<file path="config.mk">
export PLATFORM = sky130hd
export DESIGN_NAME = hpm_counters
export DESIGN_NICKNAME = d
export VERILOG_FILES = /design/src/rtl/ariane_pkg.sv /design/src/rtl/hpm_counter_slice.sv /design/src/rtl/hpm_counters.sv
export SDC_FILE = /design/constraint.sdc
export NUM_CORES = 2
export LEC_CHECK = 0
export CORE_MARGIN = 4
export CORE_UTILIZATION = 47
export CTS_CLUSTER_SIZE = 28
export DETAILED_ROUTE_END_ITERATION = 6
export PLACE_DENSITY = 0.71
export SYNTH_ARGS = -nofsm -noshare
export SYNTH_HDL_FRONTEND = slang
export SYNTH_HIERARCHICAL = 1
export SYNTH_SLANG_ARGS = --single-unit
</file>
<file path="constraint.sdc">
create_clock -name clk_i -period 4 [get_ports clk_i]
set_clock_uncertainty 0.2 [all_clocks]
set_input_delay 0.6 -clock clk_i [delete_from_list [all_inputs] [get_ports clk_i]]
set_output_delay 0.6 -clock clk_i [all_outputs]
set_load 0.02 [all_outputs]
</file>
<file path="src/rtl/ariane_pkg.sv">
// Shared core constants: event indices for the performance counters and the
// software access target encoding used by hpm_counters.
package ariane_pkg;

  localparam int unsigned NR_COMMIT_PORTS = 2;

  // Event input indices; index 0 is reserved and never counts.
  localparam int unsigned EVT_NONE        = 0;
  localparam int unsigned EVT_ICACHE_MISS = 1;
  localparam int unsigned EVT_DCACHE_MISS = 2;
  localparam int unsigned EVT_ITLB_MISS   = 3;
  localparam int unsigned EVT_DTLB_MISS   = 4;
  localparam int unsigned EVT_LOAD        = 5;
  localparam int unsigned EVT_STORE       = 6;
  localparam int unsigned EVT_BRANCH      = 7;
  localparam int unsigned EVT_CALL        = 8;
  localparam int unsigned EVT_RET         = 9;
  localparam int unsigned EVT_MISPREDICT  = 10;
  localparam int unsigned EVT_EXCEPTION   = 11;
  localparam int unsigned EVT_ERET        = 12;
  localparam int unsigned EVT_SB_FULL     = 13;
  localparam int unsigned EVT_IF_EMPTY    = 14;

  typedef enum logic [1:0] {
    SEL_COUNTER  = 2'd0,
    SEL_EVENT    = 2'd1,
    SEL_INHIBIT  = 2'd2,
    SEL_OVERFLOW = 2'd3
  } hpm_sel_e;

endpackage

</file>
<file path="src/rtl/hpm_counter_slice.sv">
// One performance counter: value, event select, inhibit bit and sticky
// overflow flag. Software writes win over the same-cycle increment.
module hpm_counter_slice #(
  parameter int unsigned CNT_WIDTH = 64,
  parameter int unsigned NR_EVENTS = 16,
  parameter int unsigned EVT_W     = 2,
  parameter int unsigned SEL_W     = $clog2(NR_EVENTS)
) (
  input  logic                       clk_i,
  input  logic                       rst_ni,
  input  logic                       debug_mode,
  input  logic [NR_EVENTS*EVT_W-1:0] events,
  input  logic                       cnt_we,
  input  logic [CNT_WIDTH-1:0]       cnt_wdata,
  input  logic                       sel_we,
  input  logic [SEL_W-1:0]           sel_wdata,
  input  logic                       inh_we,
  input  logic                       inh_wdata,
  input  logic                       ovf_clr,
  output logic [CNT_WIDTH-1:0]       count,
  output logic [SEL_W-1:0]           evt_sel,
  output logic                       inhibit,
  output logic                       ovf
);

  logic [EVT_W-1:0]   inc;
  logic [CNT_WIDTH:0] sum;
  logic               count_en;
  logic               ovf_set;
  logic               evt0_unused;

  // Event 0 is reserved, so its increment bits are never consumed.
  assign evt0_unused = ^events[EVT_W-1:0];

  always_comb begin
    // NOTE: default assignment first so no path leaves inc unassigned (no latch).
    inc = '0;
    for (int e = 1; e < int'(NR_EVENTS); e++) begin
      if (evt_sel == SEL_W'(e)) inc = events[e*EVT_W +: EVT_W];
    end
  end

  assign count_en = !debug_mode && !inhibit;
  assign sum      = {1'b0, count} + (CNT_WIDTH+1)'(inc);
  assign ovf_set  = count_en && !cnt_we && sum[CNT_WIDTH];

  always_ff @(posedge clk_i or negedge rst_ni) begin
    if (!rst_ni) begin
      count   <= '0;
      evt_sel <= '0;
      inhibit <= 1'b1;
      ovf     <= 1'b0;
    end else begin
      // NOTE: non-blocking so every register updates from the same pre-edge values.
      if (cnt_we)        count <= cnt_wdata;
      else if (count_en) count <= sum[CNT_WIDTH-1:0];

      if (sel_we) evt_sel <= sel_wdata;
      if (inh_we) inhibit <= inh_wdata;

      // A same-cycle overflow beats a write-1-to-clear.
      if (ovf_set)      ovf <= 1'b1;
      else if (ovf_clr) ovf <= 1'b0;
    end
  end

endmodule

</file>
<file path="src/rtl/hpm_counters.sv">
// Bank of NR_COUNTERS programmable event counters with a software access port.
// Optional macro HPM_OVERFLOW_IRQ_EN enables the registered overflow interrupt.
module hpm_counters
  import ariane_pkg::*;
#(
  parameter int unsigned NR_COUNTERS = 8,
  parameter int unsigned CNT_WIDTH   = 64,
  parameter int unsigned NR_EVENTS   = 16,
  parameter int unsigned EVT_W       = 2
) (
  input  logic                       clk_i,
  input  logic                       rst_ni,
  input  logic                       debug_mode_i,
  input  logic [4:0]                 addr_i,
  input  logic [1:0]                 sel_i,
  input  logic                       we_i,
  input  logic [63:0]                data_i,
  output logic [63:0]                data_o,
  input  logic [NR_EVENTS*EVT_W-1:0] events_i,
  output logic                       irq_o
);

  localparam int unsigned SEL_W = $clog2(NR_EVENTS);

  hpm_sel_e               sel;
  logic [CNT_WIDTH-1:0]   count   [NR_COUNTERS];
  logic [SEL_W-1:0]       evt_sel [NR_COUNTERS];
  logic [NR_COUNTERS-1:0] inhibit;
  logic [NR_COUNTERS-1:0] ovf;
  logic                   data_unused;

  assign sel         = hpm_sel_e'(sel_i);
  assign data_unused = ^data_i;

  // Index i < NR_COUNTERS, so out-of-range addresses match no slice.
  for (genvar i = 0; i < int'(NR_COUNTERS); i++) begin : g_slice
    logic hit;
    assign hit = (addr_i == 5'(i));

    hpm_counter_slice #(
      .CNT_WIDTH (CNT_WIDTH),
      .NR_EVENTS (NR_EVENTS),
      .EVT_W     (EVT_W),
      .SEL_W     (SEL_W)
    ) u_slice (
      .clk_i      (clk_i),
      .rst_ni     (rst_ni),
      .debug_mode (debug_mode_i),
      .events     (events_i),
      .cnt_we     (we_i && sel == SEL_COUNTER && hit),
      .cnt_wdata  (data_i[CNT_WIDTH-1:0]),
      .sel_we     (we_i && sel == SEL_EVENT && hit),
      .sel_wdata  (data_i[SEL_W-1:0]),
      .inh_we     (we_i && sel == SEL_INHIBIT),
      .inh_wdata  (data_i[i]),
      .ovf_clr    (we_i && sel == SEL_OVERFLOW && data_i[i]),
      .count      (count[i]),
      .evt_sel    (evt_sel[i]),
      .inhibit    (inhibit[i]),
      .ovf        (ovf[i])
    );
  end

  always_comb begin
    data_o = '0;
    case (sel)
      SEL_COUNTER: begin
        for (int i = 0; i < int'(NR_COUNTERS); i++) begin
          if (addr_i == 5'(i)) data_o = 64'(count[i]);
        end
      end
      SEL_EVENT: begin
        for (int i = 0; i < int'(NR_COUNTERS); i++) begin
          if (addr_i == 5'(i)) data_o = 64'(evt_sel[i]);
        end
      end
      SEL_INHIBIT:  data_o = 64'(inhibit);
      SEL_OVERFLOW: data_o = 64'(ovf);
      default:      data_o = '0;
    endcase
  end

`ifdef HPM_OVERFLOW_IRQ_EN
  logic irq_q;

  always_ff @(posedge clk_i or negedge rst_ni) begin
    if (!rst_ni) irq_q <= 1'b0;
    else         irq_q <= |(ovf & ~inhibit);
  end

  assign irq_o = irq_q;
`else
  assign irq_o = 1'b0;
`endif

endmodule

</file>
==> summary.md <==
| Metric | Value |
|---|---|
| Remaining global-route overflow | `0` |
| Detailed-route wire length per cell | `29.0 um` |
| Pre-antenna DRT Iters | `6` |
| Hold Crit Class | `reg -> reg` |
| Core footprint | `87,000 sq um` |
| Layout Cells excl Fill | `6,639` |
| Endpoints failing hold | `0` |
| Multi-input combinational cell area | `25,800 sq um` |
| CP endpoint kind | `output port` |
| GRT Total Usage | `0.394` |
| Final core utilization | `0.577` |
| Synth-to-layout area growth | `21.2%` |
| EDFF count, synth | `0` |
| Vias per cell | `6.87` |
| Worst Tran Pin Value | `1.33 ns` |
| Pins Over Slew Limit | `0` |
| Req. time, crit path | `3.20 ns` |
| Chip height | `305 um` |
| Worst EP arrival | `3.26 ns` |
| IO buf count | `168` |
| Count of cell types in the netlist | `81` |
| RePlAce Congestion | `1.05` |
| Avg Cell Area, Syn | `8.14 sq um` |
| Layout net count | `5,560` |
| Critical path peak fanout | `16` |
| Pre-CTS setup slack | `-0.716 ns` |
| Post-synthesis cell area | `41,400 sq um` |
| Max Clk Rate | `246 MHz` |
| Fillers | `7,847` |
| Largest net degree at the start of global routing | `89` |
| Simple-gate share of the synthesized area | `0.294` |
| Share of cells above drive strength 1 | `0.161` |
| Post-Syn Instances | `5,084` |
| Compound-gate portion of the synthesized area | `0.218` |
| First-pass GRT wire length | `277,000 um` |
| Most frequent cells in the layout | `599 x nand2_1, 538 x dfrtp_1, 499 x o21ai_0` |
| Yosys Warn Count | `6` |
| Top-Level Pins | `172` |
| Combinational family with the most area after synthesis | `simple AND/OR/NAND/NOR gates` |
| CP max stage delay | `0.61 ns` |
| Crit-path most repeated cell | `buf_4` |
| Initial Util | `0.476` |
| Design Power | `19.1 mW` |
| Number of max-cap violations | `0` |
| Final period utilization | `1.02` |
| Pwr/cell area | `380 nW/um^2` |
| Prevailing post-synth register cell | `dfrtp_1` |
| FF+latch count, synth | `560` |
| Relative slew slack | `0.114` |
| WL final | `192,000 um` |
| Largest vdd supply drop | `0.000380 V` |
| CTS H-tree lvls | `3` |
| Sequential fraction of the synthesis area | `0.339` |
| Die Width | `305 um` |
| Finished Cell Area | `50,200 sq um` |
| Clk root buf | `clkbuf_16` |
| Storage cell area | `14,000 sq um` |
| Die ar. | `92,900 sq um` |
| Worst setup SP type | `input pin` |
| CTS tree | `yes` |
| TritonCTS buffer count | `72` |
| Placed inst area | `47,100 sq um` |
| Initial antenna violation count | `6` |
| Placed Cells | `6,487` |
| CP Class | `in -> out` |
| CTS sink cnt | `560` |
| Worst Slack Setup Final | `-0.0612 ns` |
| Failing checks | `setup timing` |
| RSZ-0062 raised after global routing | `yes` |
| # setup viols final | `4` |
| Vias in the first global route | `40,700` |
| Lkg Pwr | `18.8 nW` |
| DP HPWL | `142,000 um` |
| Max clock buf depth | `3` |
| CP delay by family, top | `buffers and inverters` |
| 1st-iter DRT viols | `6,872` |
| Crit path max-delay cell type | `clkdlybuf4s50_1` |
| Mux contribution to synthesized area | `0.0489` |
| Drt drc | `0` |
| CP Buf/Inv Count | `4` |
| Syn_nets | `5,215` |
| Min Clock Period, post-route | `4.06 ns` |
| Post-synthesis async set-or-reset flop share | `1.00` |
| Final ANT Viol Nets | `0` |
| Setup TNS | `-0.189 ns` |
| Via count | `45,600` |
| Worst skew pair latency | `0.65 ns` |
| Most common cell after layout, fill and taps aside | `nand2_1` |
| Rows | `108` |
| Clock-pin slew on the worst setup and hold paths | `0.06 ns` |
| CP cell instances | `buf_2 -> buf_4 -> nand3_1 -> nand2_1 -> a211oi_2 -> buf_4 -> nor2_1 -> o221a_2 -> clkdlybuf4s50_1` |
| Minimum hold slack | `0.349 ns` |
| Outcome | `finished, violations left` |
| Adder-Cell Fraction of Synth Area | `0.00870` |
| XOR/XNOR Fraction of Synth Area | `0.0440` |
==> final timing paths <==
| kind | from | endpoint | slack [ns] | cells after the start |
|---|---|---|---|---|
| worst min register to register | g_slice[1].u_slice/ovf | g_slice[1].u_slice/ovf | 0.35 | 1 |
| min in group asynchronous | rst_ni | g_slice[2].u_slice/count[56] | 0.40 | 2 |
| worst max register to register | g_slice[6].u_slice/evt_sel[1] | g_slice[6].u_slice/count[46] | 0.01 | 14 |
| worst min-delay path | g_slice[1].u_slice/ovf | g_slice[1].u_slice/ovf | 0.35 | 1 |
| max in group asynchronous | rst_ni | g_slice[6].u_slice/count[35] | 2.18 | 3 |
| worst max-delay path | addr_i[2] | data_o[46] | -0.06 | 9 |
==> state kept, by name, indices dropped and copies added, names as in the netlist <==
register / cells
g_slice.u_slice/evt_sel: 32
g_slice.u_slice/count: 512
g_slice.u_slice/inhibit: 8
g_slice.u_slice/ovf: 8
==> kinds of logic after synthesis <==
kind of cell    count (synthesis)
fa+ha+maj                      24
xor+xnor                      208
other cells                     1
mux                           181
compound gates               1427
buf+inv                       456
flops                         560
simple gates                 2227
==> timing repair <==
| item | CTS | global route |
|---|---|---|
| setup endpoints to repair | 67 | 126 |
| hold buffers | 1 | 0 |
| cloned | 0 | 6 |
| pin swaps | 2 | 30 |
| endpoints found under the hold margin | 70 | 0 |
| resized for setup | 11 | 80 |
| setup buffers | 4 | 12 |
==> final cells by class <==
cell class              count  share of cell area
flip-flops and latches    560               0.280
clock buffers             101              0.0417
multi-input cells        4068               0.513
repair buffers            651               0.124
clock inverters            26             0.00706
well taps                1155              0.0288
inverters                  76             0.00568
diodes                      2           0.0000997
==> cells in the mapped netlist (16+ instances only) <==
cell type  number  area [sq um]
xnor2_1        48           420
nand4_1       205          1280
nand3b_1       25           188
ha_1           16           200
a31oi_1       252          1580
buf_2          56           280
and4_1         59           517
or3_1         127           795
mux2_2         69           777
a21oi_1       165           826
dfrtp_1       552         13800
o221ai_1       56           490
clkbuf_1      272          1020
buf_4          26           195
o31a_1         28           245
a22o_1         22           193
xor2_1        160          1400
o31ai_1       134          1010
nand3_1       242          1210
or4_1         123           923
nor3_1         74           370
mux2i_1       102          1020
o22a_1         47           412
a211oi_1       32           240
o21ai_0       503          2520
nand2b_1       47           294
inv_1          73           274
nor4_4         19           404
and2_1         40           250
nor2b_1        51           319
nor2_1        390          1460
o22ai_1        19           119
nand2_1       599          2250
a221oi_1       54           473
and3_1         89           557
nor4_1         27           169
a22oi_1        25           188
==> metal layers <==
| layer | part of all wire | track usage | routed length (um) |
|---|---|---|---|
| met1 | 0.37 | 0.518 | 71500 |
| met2 | 0.42 | 0.584 | 80500 |
| met3 | 0.12 | 0.0806 | 22800 |
| met4 | 0.090 | 0.272 | 17400 |
| met5 | 0.00033 | 0 | 63 |
==> power breakdown <==
part | internal, mW | switching (mW) | leakage [nW]
Sequential | 6.48 | 1.45 | 7.18
Combinational | 1.83 | 2.34 | 10.4
Clock | 4.16 | 2.79 | 1.21
Note: power is estimated with default switching activity, not from simulation.
